## src/rtl/mips_alu_1bit_pkg.sv

```systemverilog
// mips_alu_1bit_pkg: opcode constants and field positions for the 1-bit ALU slice
package mips_alu_1bit_pkg;
    localparam logic [2:0] ALU_AND = 3'b000;
    localparam logic [2:0] ALU_OR  = 3'b001;
    localparam logic [2:0] ALU_ADD = 3'b010;
    localparam logic [2:0] ALU_SUB = 3'b110;
    localparam logic [2:0] ALU_SLT = 3'b111;
    localparam int BINV_BIT = 2;
    localparam int FSEL_HI  = 1;
    localparam int FSEL_LO  = 0;
    typedef enum logic [1:0] {F_AND = 2'b00, F_OR = 2'b01, F_ADD = 2'b10, F_LESS = 2'b11} fsel_t;
endpackage

```

## src/rtl/full_adder_1bit.sv

```systemverilog
// full_adder_1bit: one-bit full adder
module full_adder_1bit (
    input  logic a,
    input  logic b,
    input  logic cin,
    output logic s,
    output logic cout
);
    assign s    = a ^ b ^ cin;
    assign cout = (a & b) | (a & cin) | (b & cin);
endmodule

```

## src/rtl/mips_alu_1bit.sv

```systemverilog
// mips_alu_1bit: registered one-bit MIPS ALU slice (AND/OR/ADD/SUB/SLT)
module mips_alu_1bit
    import mips_alu_1bit_pkg::*;
(
    input  logic       clk,
    input  logic       rst_n,
    input  logic       bi,
    input  logic [2:0] aluOp,
    input  logic       ai,
    input  logic       ci,
    input  logic       lessi,
    output logic       ri,
    output logic       ci_1
);
    logic  b_eff, sum, cout, r;
    fsel_t fsel;
    assign b_eff = bi ^ aluOp[BINV_BIT];
    assign fsel  = fsel_t'(aluOp[FSEL_HI:FSEL_LO]);
    full_adder_1bit u_fa (.a(ai), .b(b_eff), .cin(ci), .s(sum), .cout(cout));
    always_comb begin
        r = fsel == F_AND ? ai & b_eff :
            fsel == F_OR  ? ai | b_eff :
            fsel == F_ADD ? sum : lessi;
    end
    // carry-out is registered for every op so the ripple chain never depends on the function select
    always_ff @(posedge clk or negedge rst_n) begin
        if (!rst_n) begin
            ri   <= 1'b0;
            ci_1 <= 1'b0;
        end else begin
            ri   <= r;
            ci_1 <= cout;
        end
    end
endmodule

```

## config.mk

```make
export PLATFORM = sky130hd
export DESIGN_NAME = mips_alu_1bit
export DESIGN_NICKNAME = d
export VERILOG_FILES = /design/src/rtl/mips_alu_1bit_pkg.sv /design/src/rtl/full_adder_1bit.sv /design/src/rtl/mips_alu_1bit.sv
export SDC_FILE = /design/constraint.sdc
export NUM_CORES = 1
export LEC_CHECK = 0
export CORE_AREA = 2 2 39 41
export DETAILED_ROUTE_END_ITERATION = 8
export DIE_AREA = 0 0 41 43
export PLACE_DENSITY = 0.37
export SKIP_CTS_REPAIR_TIMING = 1
export SYNTH_ARGS = -nofsm -noshare
export SYNTH_HDL_FRONTEND = slang
export SYNTH_HIERARCHICAL = 1
export SYNTH_SLANG_ARGS = --single-unit
```

## constraint.sdc

```tcl
create_clock -name clk -period 0.8 [get_ports clk]
set_input_delay 0.16 -clock clk [delete_from_list [all_inputs] [get_ports clk]]
set_output_delay 0.16 -clock clk [all_outputs]
set_load 0.1 [all_outputs]
```

==> out/qor.yml <==
run_status:
  outcome: "finished, violations left"
  violations: "setup timing"
floorplanning:
  die_w_um: 41
  core-area_um2: 1380
  initial_core_util_pct: 7.87
  dieArea_um2: 1760
  boundaryPins: 11
  die_height_um: 43
  rows: 14
clock_tree:
  cts_tree: "built"
  cts_made_buffers: 3
  clk_pin_slew_ns: 0.03
  cts-root-buf: "clkbuf_4"
  numClockSinks: 2
  h-tree-depth: 1
  cts.path.max_buffers: 2
logic_synthesis:
  syn_avg_cell_area_um2: 12.1
  yosysTopAreaCell: "dfrtp_1"
  ys_warn_count: 6
  syn_inst: 9
  syn-cell-area_um2: 109
  syn_nets: 19
  ys_types: 8
  ys_seq_area_share_pct: 46.0
  ys_seq_elements: 2
  synth.area.top_cells: "dfrtp_1 46%, fa_1 18%, mux2i_1 9.2%, xor2_1 8.0%, o22ai_1 5.7%"
  yosysTopAreaCellShare_pct: 46.0
timing:
  slew_headroom_pct: 91.7
  timing.final.crit_share_pct: 127
  rsz0062_at_grt: "true"
  hold_viol: 0
  worst_slack_ns: -0.220
  finalSetupViolations: 3
  final.setup.tns_ns: -0.629
  timing.hold.ws_ns: 0.106
  period_needed_ns: 1.02
  worst_pin_slew_ns: 0.121
  fmax_ghz: 0.981
  slew_violations: 0
setup_path:
  slowest_delay_ns: 0.47
  crit_type: "register to output pin"
  critPathMaxFanout: 1
  worstSetupStartpointType: "register"
  crit_required_ns: 0.64
  crit_buf_inv: 1
  crit_family: "flip-flops"
  crit_chain: "buf_12"
  critPathSlowestCell: "dfrtp_4"
  cp.depth: 1
  worstSetupEndpointType: "output pin"
  worstPathArrival_ns: 0.86
finish:
  nets: 35
  n_antenna_cell: 0
  area_growth_pct: 191
  fill_cells: 146
  stdcell_count: 39
  drive_gt1_share_pct: 47.8
drt:
  drtPass1Iterations: 2
  avgViaCountPerCell: 3.05
  drt-total-wl_um: 298
  vias: 119
  drc: 0
  drt_iter0_drc: 1
  wl_per_cell_um: 7.64
  ant_nets: 0
global_route:
  antenna_found_initial: 0
  grt_start_max_net_pins: 4
  grt_pass1_wl_um: 469
  grt_pass1_vias: 133
  grt_usage_pct: 4.94
  grt_overflow: 0
placed_design:
  pre_cts_ws_ns: -0.919
  dp.cells: 36
  gp_congestion: 0.597
  numPortBuffers: 10
power:
  power.total_mw: 0.585
  peakVddDrop_uv: 562
  p_leak_nw: 0.144
  p_per_area_nw_per_um2: 1850
hold_path:
  hp-class: "primary input to async pin"
job:
  maxCapViolations: 0
## flip-flops by register name, summed over array words and instances, names as in the netlist
register	count
ci_1	1
ri	1
## routing by layer
metal  share of wire [%]  wire length (µm)  track usage, %  vias to the layer above
met5                   0                 0               0                        -
met4                   0                 0            6.00                        0
met3                  24                72            7.33                        0
met2                  33                98            4.69                       13
met1                  42               126            3.59                       47
li1                    -                 -               -                       59
## synthesized netlist by cell type
master	instances
fa_1	1
a21oi_1	1
mux2i_1	1
dfrtp_1	2
o22ai_1	1
o21ai_0	1
inv_1	1
xor2_1	1
## cell usage in the layout, fill, tap and decap left out, types with 2 or more instances in the layout
| cell | count |
|---|---|
| buf_12 | 2 |
| clkbuf_4 | 3 |
| clkdlybuf4s50_1 | 4 |
| dlymetal6s2s_1 | 2 |
| dfrtp_4 | 2 |
## logic make-up (layout without fill, tap and decap cells)
logic type               after synthesis  in the layout  synth area share, %
AO/OA/AOI/OAI                          3              3                 14.9
flip-flops                             2              2                 46.0
adder cells (fa/ha/maj)                1              1                 18.4
XOR/XNOR                               1              1                 8.05
multiplexers                           1              1                 9.20
buffers and inverters                  1             15                 3.44
## final cells by class
cell class                 instances  area, µm²  share of cell area [%]
sequential                         2       57.6                    18.2
tap                               16       20.0                    6.32
inverter                           1       3.75                    1.19
timing repair buffer              11        139                    43.9
clock buffer                       3       22.5                    7.11
multi-input combinational          6       73.8                    23.3
## stage by stage
step | instance area (µm²) | util [%]
final | 317 | 22.9
after global routing | 317 | 22.9
after CTS | 305 | 22.1
after detailed placement | 283 | 20.4
after global placement | 283 | 20.4
after floorplan | 135 | -
## report_power, final
group,internal [mW],switching (mW)
registers,0.122,0.00936
logic,0.106,0.127
clock network,0.165,0.0551
## worst max-delay path by stage
stage,start,end,slack [ns]
2_1_floorplan,aluOp[2],ri,-0.28
3_5_place_dp,aluOp[2],ri,-0.92
6_report,ri,ri,-0.22
5_1_grt,ri,ri,-0.25
4_1_cts,aluOp[2],ri,-0.67
3_3_place_gp,aluOp[2],ri,-0.89
Power figures use the tool's default switching activity.
==> edit 1 (config.mk and constraints unchanged) <==
Make the reset (`rst_n`) synchronous in one clocked block.
--- a/src/rtl/mips_alu_1bit.sv
+++ b/src/rtl/mips_alu_1bit.sv
@@ -23,7 +23,7 @@
             fsel == F_ADD ? sum : lessi;
     end
     // carry-out is registered for every op so the ripple chain never depends on the function select
-    always_ff @(posedge clk or negedge rst_n) begin
+    always_ff @(posedge clk) begin
         if (!rst_n) begin
             ri   <= 1'b0;
             ci_1 <= 1'b0;
Function: differs if rst_n is asserted again (counterexample within 4 cycles, from zero or initial values and one cycle with rst_n low); with rst_n held inactive, the same outputs for 10 cycles.
==> edit 1 against the original RTL <==
The flow still finishes with violations (negative setup slack). Wire length grew 14%. Setup slack lost 0.077 ns. Final area grew 2.0%. Total power shrank 5.6%. Area after synthesis grew 4.6%. Largest cell class unchanged. Sequential cell count is the same. Largest power group is now clock. Sequential share of layout area shrank 5.4 points. Sequential power shrank 9.9%.
==> edit 1: results (changes against the original RTL) <==
| Metric | Value |
|---|---|
| Outcome | `finished with violations (unchanged)` |
| Failing checks | `negative setup slack (unchanged)` |
| Register area share after synthesis | `35.2% (was 46.0%)` |
| Total wire length after detailed routing | `340 µm (was 298 µm)` |
| Via count of the first global-routing pass | `135 (was 133)` |
| Leakage component of the power | `0.148 nW (was 0.144 nW)` |
| Switching power total | `0.173 mW (was 0.192 mW)` |
| Longest individual stage delay on the worst path | `0.50 ns (was 0.47 ns)` |
| Minimum setup slack in the final design | `-0.297 ns (was -0.220 ns)` |
| First-pass GRT wire length | `558 µm (was 469 µm)` |
| Routed vias | `131 (was 119)` |
| Setup Total Neg Slack | `-0.535 ns (was -0.629 ns)` |
| Complex-gate fraction of the synthesized area | `22.0% (was 14.9%)` |
| Data arrival time at the worst-slack endpoint | `1.23 ns (was 0.86 ns)` |
| Drt pass-1 iters | `4 (was 2)` |
| Worst vdd ir | `0.000455 V (was 0.000562 V)` |
| Worst-Margin Slew | `0.168 ns (was 0.121 ns)` |
| Xor/xnor share of the synthesized area | `7.69% (was 8.05%)` |
| Placer congestion estimate | `0.579 (was 0.597)` |
| Final instance count without filler cells | `41 (was 39)` |
| Critical path fanouts, max | `2 (was 1)` |
| Dominant cell by count in the synthesized netlist | `sky130_fd_sc_hd__dfxtp_1 (was sky130_fd_sc_hd__dfrtp_1)` |
| Placed instance count | `38 (was 36)` |
| Cell with the largest stage delay on the worst path | `sky130_fd_sc_hd__fa_1 (was sky130_fd_sc_hd__dfrtp_4)` |
| # setup viols final | `4 (was 3)` |
| Area share of fa/ha/maj cells after synthesis | `17.6% (was 18.4%)` |
| Number of distinct library cell variants in the gate-level netlist after synthesis | `9 (was 8)` |
| Net count after synthesis | `20 (was 19)` |
-- edit 1: changes by cell type after synthesis, sizes merged --
cell    before  now
o22ai        1    0
dfrtp        2    0
dfxtp        0    2
a221oi       0    1
and2         0    1
-- edit 1: worst max-delay path: cells and delay by family --
family / cells / cell delay (ns)
fa+ha+maj: 1 / 0.50
compound gates: 1 / 0.22
xor+xnor: 1 / 0.17
buf+inv: 1 / 0.10
mux: 1 / 0.07
-- edit 1: power groups by stage --
stage	registers (mW)	clock network, mW	logic, mW
6_report	0.118	0.225	0.209
5_1_grt	0.119	0.256	0.223
4_1_cts	0.118	0.241	0.199
3_5_place_dp	0.120	0	0.198
3_3_place_gp	0.119	0	0.197
2_1_floorplan	0.181	0	0.0321
-- edit 1: final timing paths --
check | from | endpoint | slack [ns] | cells after the start
max | bi | ri$_SDFF_PN0_ | -0.30 | 5
min | ci | ci_1$_SDFF_PN0_ | 0.34 | 3
-- edit 1: final cells by class --
class	count	area, µm²
Clock buffer	3	22.5
Fill cell	147	1060
Inverter	1	3.75
Multi-Input combinational cell	7	88.8
Sequential cell	2	41.3
Tap cell	16	20.0
Timing Repair Buffer	12	146
-- edit 1: metal layers --
metal	up-vias	track usage (%)	routed length [µm]	share of wire (%)
met3	0	6.81	60	18
met5	-	0	0	0
li1	65	-	-	-
met1	55	6.77	155	46
met4	0	6.00	0	0
met2	11	4.06	124	36
-- edit 1: metrics by stage --
step           area, µm²  setup WS (ns)
6_report             323         -0.297
5_1_grt              323         -0.329
4_1_cts              293         -0.628
3_5_place_dp         270         -0.868
3_3_place_gp         270         -0.831
2_1_floorplan        115         -0.331
==> edit 2 (same settings) <==
Without the edit above. Register the inputs `bi`, `aluOp`, `ai`, `ci` and `lessi` before use. The logic sees them one clock later.
--- a/src/rtl/mips_alu_1bit.sv
+++ b/src/rtl/mips_alu_1bit.sv
@@ -12,15 +12,30 @@
     output logic       ri,
     output logic       ci_1
 );
+
+    logic bi_q;
+    logic [2:0] aluOp_q;
+    logic ai_q;
+    logic ci_q;
+    logic lessi_q;
+
+    always_ff @(posedge clk) begin
+        bi_q    <= bi;
+        aluOp_q <= aluOp;
+        ai_q    <= ai;
+        ci_q    <= ci;
+        lessi_q <= lessi;
+    end
+
     logic  b_eff, sum, cout, r;
     fsel_t fsel;
-    assign b_eff = bi ^ aluOp[BINV_BIT];
-    assign fsel  = fsel_t'(aluOp[FSEL_HI:FSEL_LO]);
-    full_adder_1bit u_fa (.a(ai), .b(b_eff), .cin(ci), .s(sum), .cout(cout));
+    assign b_eff = bi_q ^ aluOp_q[BINV_BIT];
+    assign fsel  = fsel_t'(aluOp_q[FSEL_HI:FSEL_LO]);
+    full_adder_1bit u_fa (.a(ai_q), .b(b_eff), .cin(ci_q), .s(sum), .cout(cout));
     always_comb begin
-        r = fsel == F_AND ? ai & b_eff :
-            fsel == F_OR  ? ai | b_eff :
-            fsel == F_ADD ? sum : lessi;
+        r = fsel == F_AND ? ai_q & b_eff :
+            fsel == F_OR  ? ai_q | b_eff :
+            fsel == F_ADD ? sum : lessi_q;
     end
     // carry-out is registered for every op so the ripple chain never depends on the function select
     always_ff @(posedge clk or negedge rst_n) begin
Check against the original RTL: not equivalent (Yosys sat finds a counterexample within 4 cycles, from zero or initial values and one cycle with rst_n low).
==> edit 2 against the original RTL <==
The flow still finishes with violations (negative setup slack). Count of clock-buffer cells in the layout grew 1. Highest routed layer unchanged. Via count is 42% higher. Clock power grew 54%. Total power grew 83%. Critical path depth increased by 3. Global-route usage hardly changed. Wire length grew 16%. Area after synthesis grew 130%. Final area rose by 42%. Setup slack got worse by 0.25 ns. Utilization grew 9.5 points. Sequential cell count is 7 higher. Die area did not move. Largest cell class is now sequential cells.
==> edit 2: results (changes against the original RTL) <==
| Metric | Value |
|---|---|
| Register area share after synthesis | `76.4% (was 46.0%)` |
| Cell types with the largest area share after synthesis | `sky130_fd_sc_hd__dfxtp_1 (56%), sky130_fd_sc_hd__dfrtp_1 (20%), sky130_fd_sc_hd__fa_1 (8.0%) (was sky130_fd_sc_hd__dfrtp_1 (46%), sky130_fd_sc_hd__fa_1 (18%), sky130_fd_sc_hd__mux2i_1 (9.2%))` |
| IO buf count | `10 (unchanged)` |
| DRC violation total after the first TritonRoute iteration | `0 (was 1)` |
| Dpl ws | `-0.480 ns (was -0.919 ns)` |
| Number of filler cells placed in the layout | `145 (was 146)` |
| Net count after synthesis | `26 (was 19)` |
| Number of antenna violations at the first check in global routing | `0 (unchanged)` |
| Via count of the first global-routing pass | `157 (was 133)` |
| Clock transition at the registers of the reported paths | `0.06 ns (was 0.03 ns)` |
| Cell with the largest stage delay on the worst path | `sky130_fd_sc_hd__fa_1 (was sky130_fd_sc_hd__dfrtp_4)` |
| Async set-or-reset flop fraction in the synthesized netlist | `22.2% (was 100%)` |
| Leakage component of the power | `0.183 nW (was 0.144 nW)` |
| Failing checks | `negative setup slack (unchanged)` |
| Drt pass-1 iters | `1 (was 2)` |
| Layout Nets | `43 (was 35)` |
| Complex-gate fraction of the synthesized area | `6.53% (was 14.9%)` |
| # setup viols final | `4 (was 3)` |
| Xor/xnor share of the synthesized area | `3.52% (was 8.05%)` |
| Minimum setup slack in the final design | `-0.469 ns (was -0.220 ns)` |
| First-pass GRT wire length | `517 µm (was 469 µm)` |
| Maximum number of pins on one net before global-route repair | `6 (was 4)` |
| Area share of fa/ha/maj cells after synthesis | `8.04% (was 18.4%)` |
| Average instance area after synthesis | `15.6 µm² (was 12.1 µm²)` |
| Setup Total Neg Slack | `-1.17 ns (was -0.629 ns)` |
| Outcome | `finished with violations (unchanged)` |
| Mux cell area share after synthesis | `4.02% (was 9.20%)` |
| Dominant combinational cell family by area after synthesis | `adder cells (unchanged)` |
| Critical path fanouts, max | `2 (was 1)` |
| Tightest slew margin relative to the limit | `91.8% (was 91.7%)` |
| Worst vdd ir | `0.000909 V (was 0.000562 V)` |
| Data arrival time at the worst-slack endpoint | `1.41 ns (was 0.86 ns)` |
| Fraction of layout instances using a drive strength above 1 | `37.5% (was 47.8%)` |
| Most common library cells after synthesis | `sky130_fd_sc_hd__dfxtp_1 (7), sky130_fd_sc_hd__dfrtp_1 (2)` |
| Routed vias | `169 (was 119)` |
| Setup Skew | `about 0.0025 ns` |
| Longest individual stage delay on the worst path | `0.43 ns (was 0.47 ns)` |
| Classification of the worst-slack hold path | `input port to async pin (unchanged)` |
| Placer congestion estimate | `0.584 (was 0.597)` |
| Number of distinct library cell variants in the gate-level netlist after synthesis | `9 (was 8)` |
| Placed instance count | `44 (was 36)` |
| DR WL/cell | `7.21 µm (was 7.64 µm)` |
| CTS H-tree lvls | `1 (unchanged)` |
| Total routing resource utilization after global routing | `4.97% (was 4.94%)` |
| Total wire length after detailed routing | `346 µm (was 298 µm)` |
| Placed instance area | `422 µm² (was 283 µm²)` |
edit 2: cell count changes after synthesis:
cell	unedited run	this run
sky130_fd_sc_hd__dfxtp_1	0	7
edit 2: worst paths after layout:
kind | depth (start not counted) | endpoint | slack, ns | start
worst min register to register | 2 | ri$_DFF_PN0_ | 0.47 | aluOp_q[1]$_DFF_P_
min in group clk | 1 | bi_q$_DFF_P_ | 0.34 | bi
worst min-delay path | 1 | ri$_DFF_PN0_ | 0.07 | rst_n
max in group asynchronous | 1 | ci_1$_DFF_PN0_ | 0.60 | rst_n
worst max-delay path | 4 | ri$_DFF_PN0_ | -0.47 | aluOp_q[2]$_DFF_P_
worst max register to register | 4 | ri$_DFF_PN0_ | -0.47 | aluOp_q[2]$_DFF_P_
edit 2: cells by family after synthesis:
group / Yosys count
mux: 1
xor+xnor: 1
fa+ha+maj: 1
compound gates: 3
buf+inv: 1
flops: 9
edit 2: final cells by class:
class	count	area, µm²	share of cell area [%]
tap	16	20.0	4.47
inverter	1	3.75	0.838
clock buffer	4	26.3	5.87
multi-input combinational	6	62.6	14.0
sequential	9	200	44.7
timing repair buffer	12	135	30.2
edit 2: routing by layer:
layer	part of all wire [%]	up-vias	track usage [%]	routed length [µm]
met5	0	-	0	0
met3	10	0	3.14	36
met1	36	78	5.32	123
li1	-	83	-	-
met2	54	8	5.63	186
met4	0	0	6.00	0
edit 2: critical path, delay by kind of cell (launching register included):
kind                       cells  cell delay, ns
AOI/OAI and AO/OA              1            0.08
xor gates and xnor gates       1            0.18
DFF                            1            0.32
adders and majority gates      1            0.43
muxes                          1            0.14
edit 2: where the power goes:
part           switching (mW)  total (mW)  internal (mW)
combinational           0.117       0.224          0.107
sequential             0.0203       0.510          0.490
clock                   0.146       0.338          0.191
